--- src/rtl/branch_ctrl_pkg.sv ---
// Shared branch definitions: BranchType codes, controller state encoding, BHT reset value.
// Also consumed by the control unit and the EX branch comparator.
package branch_ctrl_pkg;

   localparam logic [2:0] BR_NONE = 3'b000;
   localparam logic [2:0] BR_BEQ  = 3'b001;
   localparam logic [2:0] BR_BLT  = 3'b010;
   localparam logic [2:0] BR_BGEZ = 3'b100;
   localparam logic [2:0] BR_BNE  = 3'b101;
   localparam logic [2:0] BR_BLEZ = 3'b110;
   localparam logic [2:0] BR_BGTZ = 3'b111;

   typedef enum logic {
      ST_IDLE  = 1'b0,
      ST_REDIR = 1'b1
   } state_t;

   // Weak not-taken
   localparam logic [1:0] BHT_RESET = 2'b01;

   function automatic logic isBranch(input logic [2:0] brType);
      case (brType)
         BR_BEQ, BR_BLT, BR_BGEZ, BR_BNE, BR_BLEZ, BR_BGTZ: isBranch = 1'b1;
         default:                                          isBranch = 1'b0;
      endcase
   endfunction

endpackage

--- src/rtl/branch_bht.sv ---
// 2-bit saturating counter history table; async read port (IF), sync update port (EX).
// Read has no write bypass: an update becomes visible the cycle after the edge.
module branch_bht
   import branch_ctrl_pkg::*;
#(
   parameter int AW = 4
) (
   input  logic          clk,
   input  logic          reset,
   input  logic [AW-1:0] rdIdx,
   output logic [1:0]    rdCtr,
   input  logic          updEn,
   input  logic [AW-1:0] updIdx,
   input  logic          updTaken
);

   logic [1:0] ctrs [2**AW];

   always_ff @(posedge clk or negedge reset) begin
      if (!reset) begin
         for (int i = 0; i < 2**AW; i++) ctrs[i] <= BHT_RESET;
      end else if (updEn) begin
         if (updTaken && ctrs[updIdx] != 2'b11)
            ctrs[updIdx] <= ctrs[updIdx] + 2'd1;
         else if (!updTaken && ctrs[updIdx] != 2'b00)
            ctrs[updIdx] <= ctrs[updIdx] - 2'd1;
      end
   end

   assign rdCtr = ctrs[rdIdx];

endmodule

--- src/rtl/branch_ctrl.sv ---
// Branch predict + mispredict recovery; redirect/flush registered 1 cycle after EX resolution.
// Stall holds REDIR and blocks resolution; BHT prediction only when BRANCH_PREDICT_EN is defined.
module branch_ctrl
   import branch_ctrl_pkg::*;
#(
   parameter int BHT_AW = 4,
   parameter int CNT_W  = 16
) (
   input  logic             clk,
   input  logic             reset,
   input  logic             stall,
   input  logic [31:0]      if_pc,
   input  logic             if_is_branch,
   input  logic [31:0]      if_target,
   output logic             pred_taken,
   output logic [31:0]      pred_target,
   input  logic [2:0]       ex_branch_type,
   input  logic             ex_compare,
   input  logic [31:0]      ex_pc,
   input  logic [31:0]      ex_target,
   input  logic             ex_pred_taken,
   output logic             redirect,
   output logic [31:0]      redirect_pc,
   output logic             flush,
   output logic [CNT_W-1:0] branch_cnt,
   output logic [CNT_W-1:0] mispred_cnt
);

   state_t state;
   logic   resolve;
   logic   actual;
   logic   mispredict;
   logic   unusedSink;

   // Only the instruction in EX while IDLE and unstalled is resolved; REDIR means EX is wrong-path.
   assign resolve = (state == ST_IDLE) && !stall && isBranch(ex_branch_type);
   assign actual  = ex_compare;

`ifdef BRANCH_PREDICT_EN
   logic [1:0] ifCtr;

   branch_bht #(.AW(BHT_AW)) uBht (
      .clk      (clk),
      .reset    (reset),
      .rdIdx    (if_pc[BHT_AW+1:2]),
      .rdCtr    (ifCtr),
      .updEn    (resolve),
      .updIdx   (ex_pc[BHT_AW+1:2]),
      .updTaken (actual)
   );

   assign pred_taken = if_is_branch && ifCtr[1];
   assign mispredict = actual != ex_pred_taken;
   assign unusedSink = ^{ifCtr[0], if_pc[31:BHT_AW+2], if_pc[1:0]};
`else
   // Static not-taken: any taken branch is a mispredict.
   assign pred_taken = 1'b0;
   assign mispredict = actual;
   assign unusedSink = ^{if_pc, if_is_branch, ex_pred_taken};
`endif

   assign pred_target = pred_taken ? if_target : 32'd0;

   always_ff @(posedge clk or negedge reset) begin
      if (!reset) begin
         state       <= ST_IDLE;
         redirect    <= 1'b0;
         flush       <= 1'b0;
         redirect_pc <= 32'd0;
         branch_cnt  <= '0;
         mispred_cnt <= '0;
      end else begin
         case (state)
            ST_IDLE: begin
               if (resolve) begin
                  if (branch_cnt != '1) branch_cnt <= branch_cnt + 1'b1;
                  if (mispredict) begin
                     state       <= ST_REDIR;
                     redirect    <= 1'b1;
                     flush       <= 1'b1;
                     redirect_pc <= actual ? ex_target : ex_pc + 32'd4;
                     if (mispred_cnt != '1) mispred_cnt <= mispred_cnt + 1'b1;
                  end
               end
            end
            ST_REDIR: begin
               if (!stall) begin
                  state    <= ST_IDLE;
                  redirect <= 1'b0;
                  flush    <= 1'b0;
               end
            end
            default: state <= ST_IDLE;
         endcase
      end
   end

endmodule
--- config.mk ---
export PLATFORM = sky130hd
export DESIGN_NAME = branch_ctrl
export DESIGN_NICKNAME = d
export VERILOG_FILES = /design/src/rtl/branch_ctrl_pkg.sv /design/src/rtl/branch_bht.sv /design/src/rtl/branch_ctrl.sv
export SDC_FILE = /design/constraint.sdc
export NUM_CORES = 1
export LEC_CHECK = 0
export CAP_MARGIN = 0
export CORE_ASPECT_RATIO = 0.75
export CORE_MARGIN = 1
export CORE_UTILIZATION = 34
export CTS_CLUSTER_DIAMETER = 30
export DETAILED_ROUTE_END_ITERATION = 8
export PLACE_DENSITY_LB_ADDON = 0.3
export SYNTH_ARGS = -nofsm -noshare
export SYNTH_HDL_FRONTEND = slang
export SYNTH_SLANG_ARGS = --single-unit
--- constraint.sdc ---
create_clock -name clk -period 2.3 [get_ports clk]
set_input_delay 0.23 -clock clk [delete_from_list [all_inputs] [get_ports clk]]
set_output_delay 0.23 -clock clk [all_outputs]
set_load 0.01 [all_outputs]
==> results.md, run 1 <==
* Status: complete, but fails checks
* Failing checks: negative hold slack
* GRT overflow at 0
* Lkg Pwr at 1.99 nW
* Die Ht at 85.9 µm
* Top-area cell type share of the netlist area at 51.7%
* Critical Path Fanout Max at 9
* First-pass GRT wire length at 11,400 µm
* Final setup TNS at 0 ns
* Pwr dens at 907 mW/mm²
* Yosys reg bits at 66
* Finished Layout Cells at 506
* Most Crowded Layer GR: met2
* CTS Sinks at 66
* Synth cell count leaders: dfrtp_1 (66), buf_4 (35), mux2_2 (35), nand2_1 (18), xor2_1 (15)
* Warnings from Yosys at 0
* Sequential area share after synthesis at 51.7%
* Post-synth ARST share at 100%
* Final hold slack at -0.0211 ns
* Number of flops mapped to enable cells by yosys at 0
* Worst Tran Pin Value at 0.780 ns
* Critical path endpoint category: register
* # H-tree levels at 3
* Post-DP HPWL at 5000 µm
* Mapped Area at 0.00319 mm²
* Max-cap violations at 0
* Clk slew on worst S/H paths at 0.05 ns
* Fin. max-slew vios at 0
* Hold Fails Final Rpt at 32
* Crit path DAT at 2.11 ns
* Placed Cells at 490
* DR WL/cell at 13.4 µm
* Largest cells by area after synthesis: dfrtp_1 (52%), mux2_2 (12%), buf_4 (8.2%), xor2_1 (4.1%), xnor2_1 (2.2%)
* Met1 global-route usage at 18.3%
* Total number of vias at 2,312
* Root Buffer: clkbuf_16
* Buffers on Ports at 104
* Cell count after synthesis at 262
* Synth unique cells at 40
* Share of cells above drive strength 1 at 16.9%
* GRT Total Usage at 15.4%
* Crit path time final at 1.90 ns
* CTS tree: yes
* Final net count at 512
* Row cnt at 30
* Vias in the first global route at 2,345
* Starting Density at 35.1%
* Met3 GRT Util at 8.83%
* Slew headroom at 48.0%
* Post_cts resized at 0
* Setup violators final at 0
* Most frequent cell after synthesis: dfrtp_1
* Die X at 114 µm
* Drt via density at 4.57
* Setup CP Type: register to register
* Post-CTS Setup Repair Bufs at 0
* Num CTS Buffers at 9
* Syn avg cell area at 12.2 µm²
* Worst-case vdd ir drop at 0.530 mV
* Die area at 0.00978 mm²
* Initial DRC Count at 57
* Cell taking the most area after synthesis: dfrtp_1
* Deepest clock path buffer count at 2
* Post-DRT Antenna Nets at 0
* Drt drc at 0
* CTS Hold Bufs at 0
* Period utilisation layout at 82.5%
* WP data required at 2.51 ns
* Maximum number of pins on one net before global-route repair at 35
* Worst Hold Class: input port to async pin
* Worst-Skew Late Latency at 0.33 ns
* DR pass1 iterations at 4
* Ant. Diodes at 0
* Achievable Freq at 527 MHz
* P&R area growth vs syn at 43.2%
* Top FF cell, synth: dfrtp_1
* Unrepaired setup endpoints after global routing: no
* Clock skew at 0.00604 ns
* Routability cong. at 0.765
* Antenna violations before repair at 0
* Total Routed Length at 6760 µm
* Io pins at 236
* CORE AREA at 0.00908 mm²
* Design Power at 0.00415 W
* Critical Path Start Type: register
* Global routing usage on met2 at 23.0%
[where the power goes]
part | switching (W) | internal [W] | leakage (nW)
combinational | 0.000463 | 0.000731 | 1.04
clock | 0.000483 | 0.000830 | 0.142
sequential | 0.000216 | 0.00142 | 0.807
total | 0.00116 | 0.00298 | 1.99
[final cells by class]
| cell class | count | area (µm²) |
|---|---|---|
| Inverter | 4 | 15.0 |
| Clock inverter | 6 | 57.6 |
| Tap cell | 128 | 160 |
| Sequential cell | 66 | 1650 |
| Timing Repair Buffer | 108 | 1090 |
| Multi-Input combinational cell | 184 | 1370 |
| Fill cell | 837 | 4510 |
| Clock buffer | 10 | 229 |
[per-stage QoR]
| step | setup slack, ns | hold WS, ns | area (µm²) | util (%) |
|---|---|---|---|---|
| after CTS | 0.415 | 0.00215 | 4570 | 50.3 |
| final | 0.403 | -0.0211 | 4570 | 50.3 |
| after global placement | 0.275 | 0.363 | 4280 | 47.2 |
| after floorplan | 0.577 | -0.0656 | 3310 | - |
| after detailed placement | 0.259 | 0.361 | 4280 | 47.2 |
| after global routing | 0.278 | 0.0344 | 4570 | 50.3 |
[cells in the final DEF (no fill, tap or decap), types with 7 or more instances in the layout]
cell type	n
conb_1	33
nor4_1	9
nand2_1	18
clkbuf_16	9
xor2_1	15
xnor2_1	8
clkdlybuf4s50_1	103
nor3_1	7
dfrtp_1	66
mux2_2	35
[layer usage]
metal / share of wire (%) / up-vias
li1: - / 1084
met1: 42 / 1134
met2: 46 / 87
met3: 11 / 7
met4: 1.3 / 0
met5: 0 / -
[cells by family (layout without fill, tap and decap cells)]
logic type               Yosys count  in the layout  share of synthesized area, %
AND/OR/NAND/NOR                   68             68                          12.9
other                              1             33                         0.117
multiplexers                      40             40                          14.1
buffers and inverters             44            128                          9.49
adder cells (fa/ha/maj)            2              2                         0.784
flip-flops                        66             66                          51.7
XOR/XNOR                          24             24                          6.82
AO/OA/AOI/OAI                     17             17                          4.08
[final timing paths]
| check | cells past startpoint | end | startpoint | slack, ns |
|---|---|---|---|---|
| worst max-delay path | 4 | branch_cnt[1] | branch_cnt[2] | 0.40 |
| worst min-delay path | 1 | mispred_cnt[10] | reset | -0.02 |
| worst max register to register | 4 | branch_cnt[1] | branch_cnt[2] | 0.40 |
| worst min register to register | 1 | branch_cnt[5] | branch_cnt[5] | 0.50 |
| max in group asynchronous | 2 | redirect_pc[30] | reset | 1.66 |
| min in group clk | 1 | branch_cnt[5] | branch_cnt[5] | 0.50 |
[worst max-delay path, cell delays in order (launching register included)]
cell     delay, ns
dfrtp_1       0.44
and4_1        0.37
nand4_2       0.30
o21ai_1       0.32
mux2_1        0.34
[sequential cells by signal, indices dropped and copies added, names as in the netlist]
name / cells
redirect_pc: 32
branch_cnt: 16
mispred_cnt: 16
flush: 1
state: 1
Power figures use the tool's default switching activity.
==> run 2, diff against run 1 <==
Clock period 2.3 ns to 1.93 ns, I/O delays scaled along.
==> run 2 against run 1 <==
Register-to-register slack worse by 0.16 ns. The run now ends clean. Clock power is 22% higher. Sequential power rose by 19%. Combinational power rose by 24%. Cell count up 2.4%. Die area unchanged. Non-clock buffer count grew 12. Cell area grew 2.6%. Wire length up 3.4%. Critical path depth up 2.
==> results.md, run 2 (synthesis results as in run 1) <==
* Psw at 0.00142 W (was 0.00116 W)
* Final net count at 524 (was 512)
* Power share of the clock group at 31.9% (was 31.7%)
* GRT overflow at 0 (unchanged)
* Post-DRT Antenna Nets at 0 (unchanged)
* Internal at 0.00359 W (was 0.00298 W)
* Die area at 0.00978 mm² (unchanged)
* Die Ht at 85.9 µm (unchanged)
* Drt drc at 0 (unchanged)
* CP peak stage delay at 0.42 ns (was 0.44 ns)
* # H-tree levels at 3 (unchanged)
* Final setup TNS at 0 ns (unchanged)
* Crit path depth at 6 (was 4)
* Worst-case vdd ir drop at 0.638 mV (was 0.530 mV)
* Ant. Diodes at 0 (unchanged)
* Most Crowded Layer GR: met2 (unchanged)
* Row cnt at 30 (unchanged)
* Maximum number of pins on one net before global-route repair at 34 (was 35)
* CP max stage cell: dfrtp_1 (unchanged)
* Critical Path Fanout Max at 5 (was 9)
* Pwr dens at 1070 mW/mm² (was 907 mW/mm²)
* Unrepaired setup endpoints after global routing: no (unchanged)
* Design Power at 0.00502 W (was 0.00415 W)
* Worst-Skew Late Latency at 0.32 ns (was 0.33 ns)
* Crit path DAT at 1.89 ns (was 2.11 ns)
* Comb power frac at 29.3% (was 28.8%)
* Worst reg2reg path depth at 6 (was 4)
* Switching Fraction at 28.4% (was 28.0%)
* Area after DPL at 0.00437 mm² (was 0.00428 mm²)
* Status: finished, final reports clean (was complete, but fails checks)
* Top Registers: redirect_pc x32, branch_cnt x16, mispred_cnt x16 (unchanged)
* Slew headroom at 52.6% (was 48.0%)
* Deepest clock path buffer count at 2 (unchanged)
* Most frequent cells in the layout: clkdlybuf4s50_1 (103), dfrtp_1 (66), mux2_2 (35), conb_1 (33), nand2_1 (18) (unchanged)
* Starting Density at 35.1% (unchanged)
* Worst Tran Pin Value at 0.710 ns (was 0.780 ns)
* Biggest register: redirect_pc (unchanged)
* First-pass GRT wire length at 11,600 µm (was 11,400 µm)
* Num CTS Buffers at 9 (unchanged)
* Setup violators final at 0 (unchanged)
* Die X at 114 µm (unchanged)
* Global routing usage on met2 at 24.6% (was 23.0%)
* Crit-path cells: ha_1, nand3_2, nor4b_4, buf_4, nor3_1, xor2_1 (was and4_1, nand4_2, o21ai_1, mux2_1)
* Hold Fails Final Rpt at 0 (was 32)
* Achievable Freq at 592 MHz (was 527 MHz)
* CORE AREA at 0.00908 mm² (unchanged)
* Clock skew at 0.00390 ns (was 0.00604 ns)
* Share of cells above drive strength 1 at 19.7% (was 16.9%)
* WP data required at 2.13 ns (was 2.51 ns)
* Final Cell Area at 0.00469 mm² (was 0.00457 mm²)
* Root Buffer: clkbuf_16 (unchanged)
* Sequential Power Share at 38.9% (was 39.5%)
* Io pins at 236 (unchanged)
* Max-cap violations at 0 (unchanged)
* GRT Total Usage at 15.6% (was 15.4%)
* Critical path endpoint category: register (unchanged)
* Met1 global-route usage at 19.0% (was 18.3%)
* Vias in the first global route at 2,366 (was 2,345)
* Setup CP Type: register to register (unchanged)
* P&R area growth vs syn at 46.9% (was 43.2%)
* Filler cell count in the final layout at 830 (was 837)
* CTS tree: yes (unchanged)
* Antenna violations before repair at 0 (unchanged)
* Total number of vias at 2,356 (was 2,312)
* Final Util at 51.6% (was 50.3%)
* Met3 GRT Util at 6.64% (was 8.83%)
* Crit path max-delay family: simple AND/OR/NAND/NOR gates (unchanged)
* Worst Hold Class: input port to async pin (unchanged)
* DR WL/cell at 13.5 µm (was 13.4 µm)
* Routability cong. at 0.779 (was 0.765)
* Critical Path Start Type: register (unchanged)
* Period utilisation layout at 87.5% (was 82.5%)
* Crit path time final at 1.69 ns (was 1.90 ns)
* DR pass1 iterations at 6 (was 4)
* Drt via density at 4.55 (was 4.57)
* Total Routed Length at 6990 µm (was 6760 µm)
* Buf/Inv on CP at 1 (was 0)
* Max FFs per register at 32 (unchanged)
* Fin. max-slew vios at 0 (unchanged)
* Buffers on Ports at 104 (unchanged)
* Most common cell after layout, fill and taps aside: clkdlybuf4s50_1 (unchanged)
* Initial DRC Count at 44 (was 57)
* Post-DP HPWL at 5050 µm (was 5000 µm)
* Lkg Pwr at 2.06 nW (was 1.99 nW)
* CTS Sinks at 66 (unchanged)
* Clk slew on worst S/H paths at 0.06 ns (was 0.05 ns)
==> run 2: changes by cell type in the layout (fill, tap and decap cells not counted), sizes merged <==
cell	delta
dlygate4sd3	+1
clkinv	+1
clkbuf	-1
buf	+11
==> run 2: worst paths after layout <==
check,start,end,slack (ns)
setup reg to reg,mispred_cnt[0],mispred_cnt[7],0.24
hold reg to reg,mispred_cnt[7],mispred_cnt[7],0.49
min in group clk,stall,state,0.47
max in group asynchronous,reset,mispred_cnt[12],0.84
setup / recovery,mispred_cnt[0],mispred_cnt[7],0.24
hold / removal,reset,mispred_cnt[7],0.46
==> run 2: timing repair <==
item                                    4_1_cts  5_1_grt
setup buffers                                 0        1
endpoints found under the setup margin        0        6
hold buffers                                  1        0
hold endpoints to repair                     27        0
gates resized for setup                       0        1
==> run 2: stage by stage <==
stage | setup slack, ns | hold slack [ns] | cells
finish | 0.241 | 0.457 | 518
global route | 0.0868 | 0.476 | 518
CTS | 0.113 | 0.458 | 517
detailed placement | -0.0359 | 0.295 | 500
global placement | -0.0372 | 0.293 | 500
floorplan | 0.207 | -0.103 | 294
==> run 2: cell type report <==
class | instances | area, µm² | share of cell area, %
Tap cell | 128 | 160 | 3.42
Timing Repair Buffer | 120 | 1200 | 25.5
Inverter | 4 | 15.0 | 0.320
Multi-Input combinational cell | 184 | 1370 | 29.2
Clock buffer | 9 | 225 | 4.80
Clock inverter | 7 | 70.1 | 1.49
Sequential cell | 66 | 1650 | 35.2
==> run 2: metal layers <==
layer / vias up / part of all wire (%)
met5: - / 0
met4: 0 / 1.8
met3: 12 / 8.5
met2: 87 / 45
met1: 1145 / 44
li1: 1112 / -
==> run 2: power by group through the flow <==
| stage | sequential (W) | combinational, W | clock [W] |
|---|---|---|---|
| 3_3_place_gp | 0.00195 | 0.00145 | 0 |
| 2_1_floorplan | 0.00209 | 0.000494 | 0 |
| 6_report | 0.00195 | 0.00147 | 0.00160 |
| 3_5_place_dp | 0.00196 | 0.00147 | 0 |
| 4_1_cts | 0.00195 | 0.00148 | 0.00165 |
| 5_1_grt | 0.00200 | 0.00159 | 0.00169 |
==> run 3, diff against run 2 <==
Settings changed: CTS_CLUSTER_SIZE set to 8.
==> results of run 3 <==
The final DEF is identical to that of run 2; final timing and power are the same.
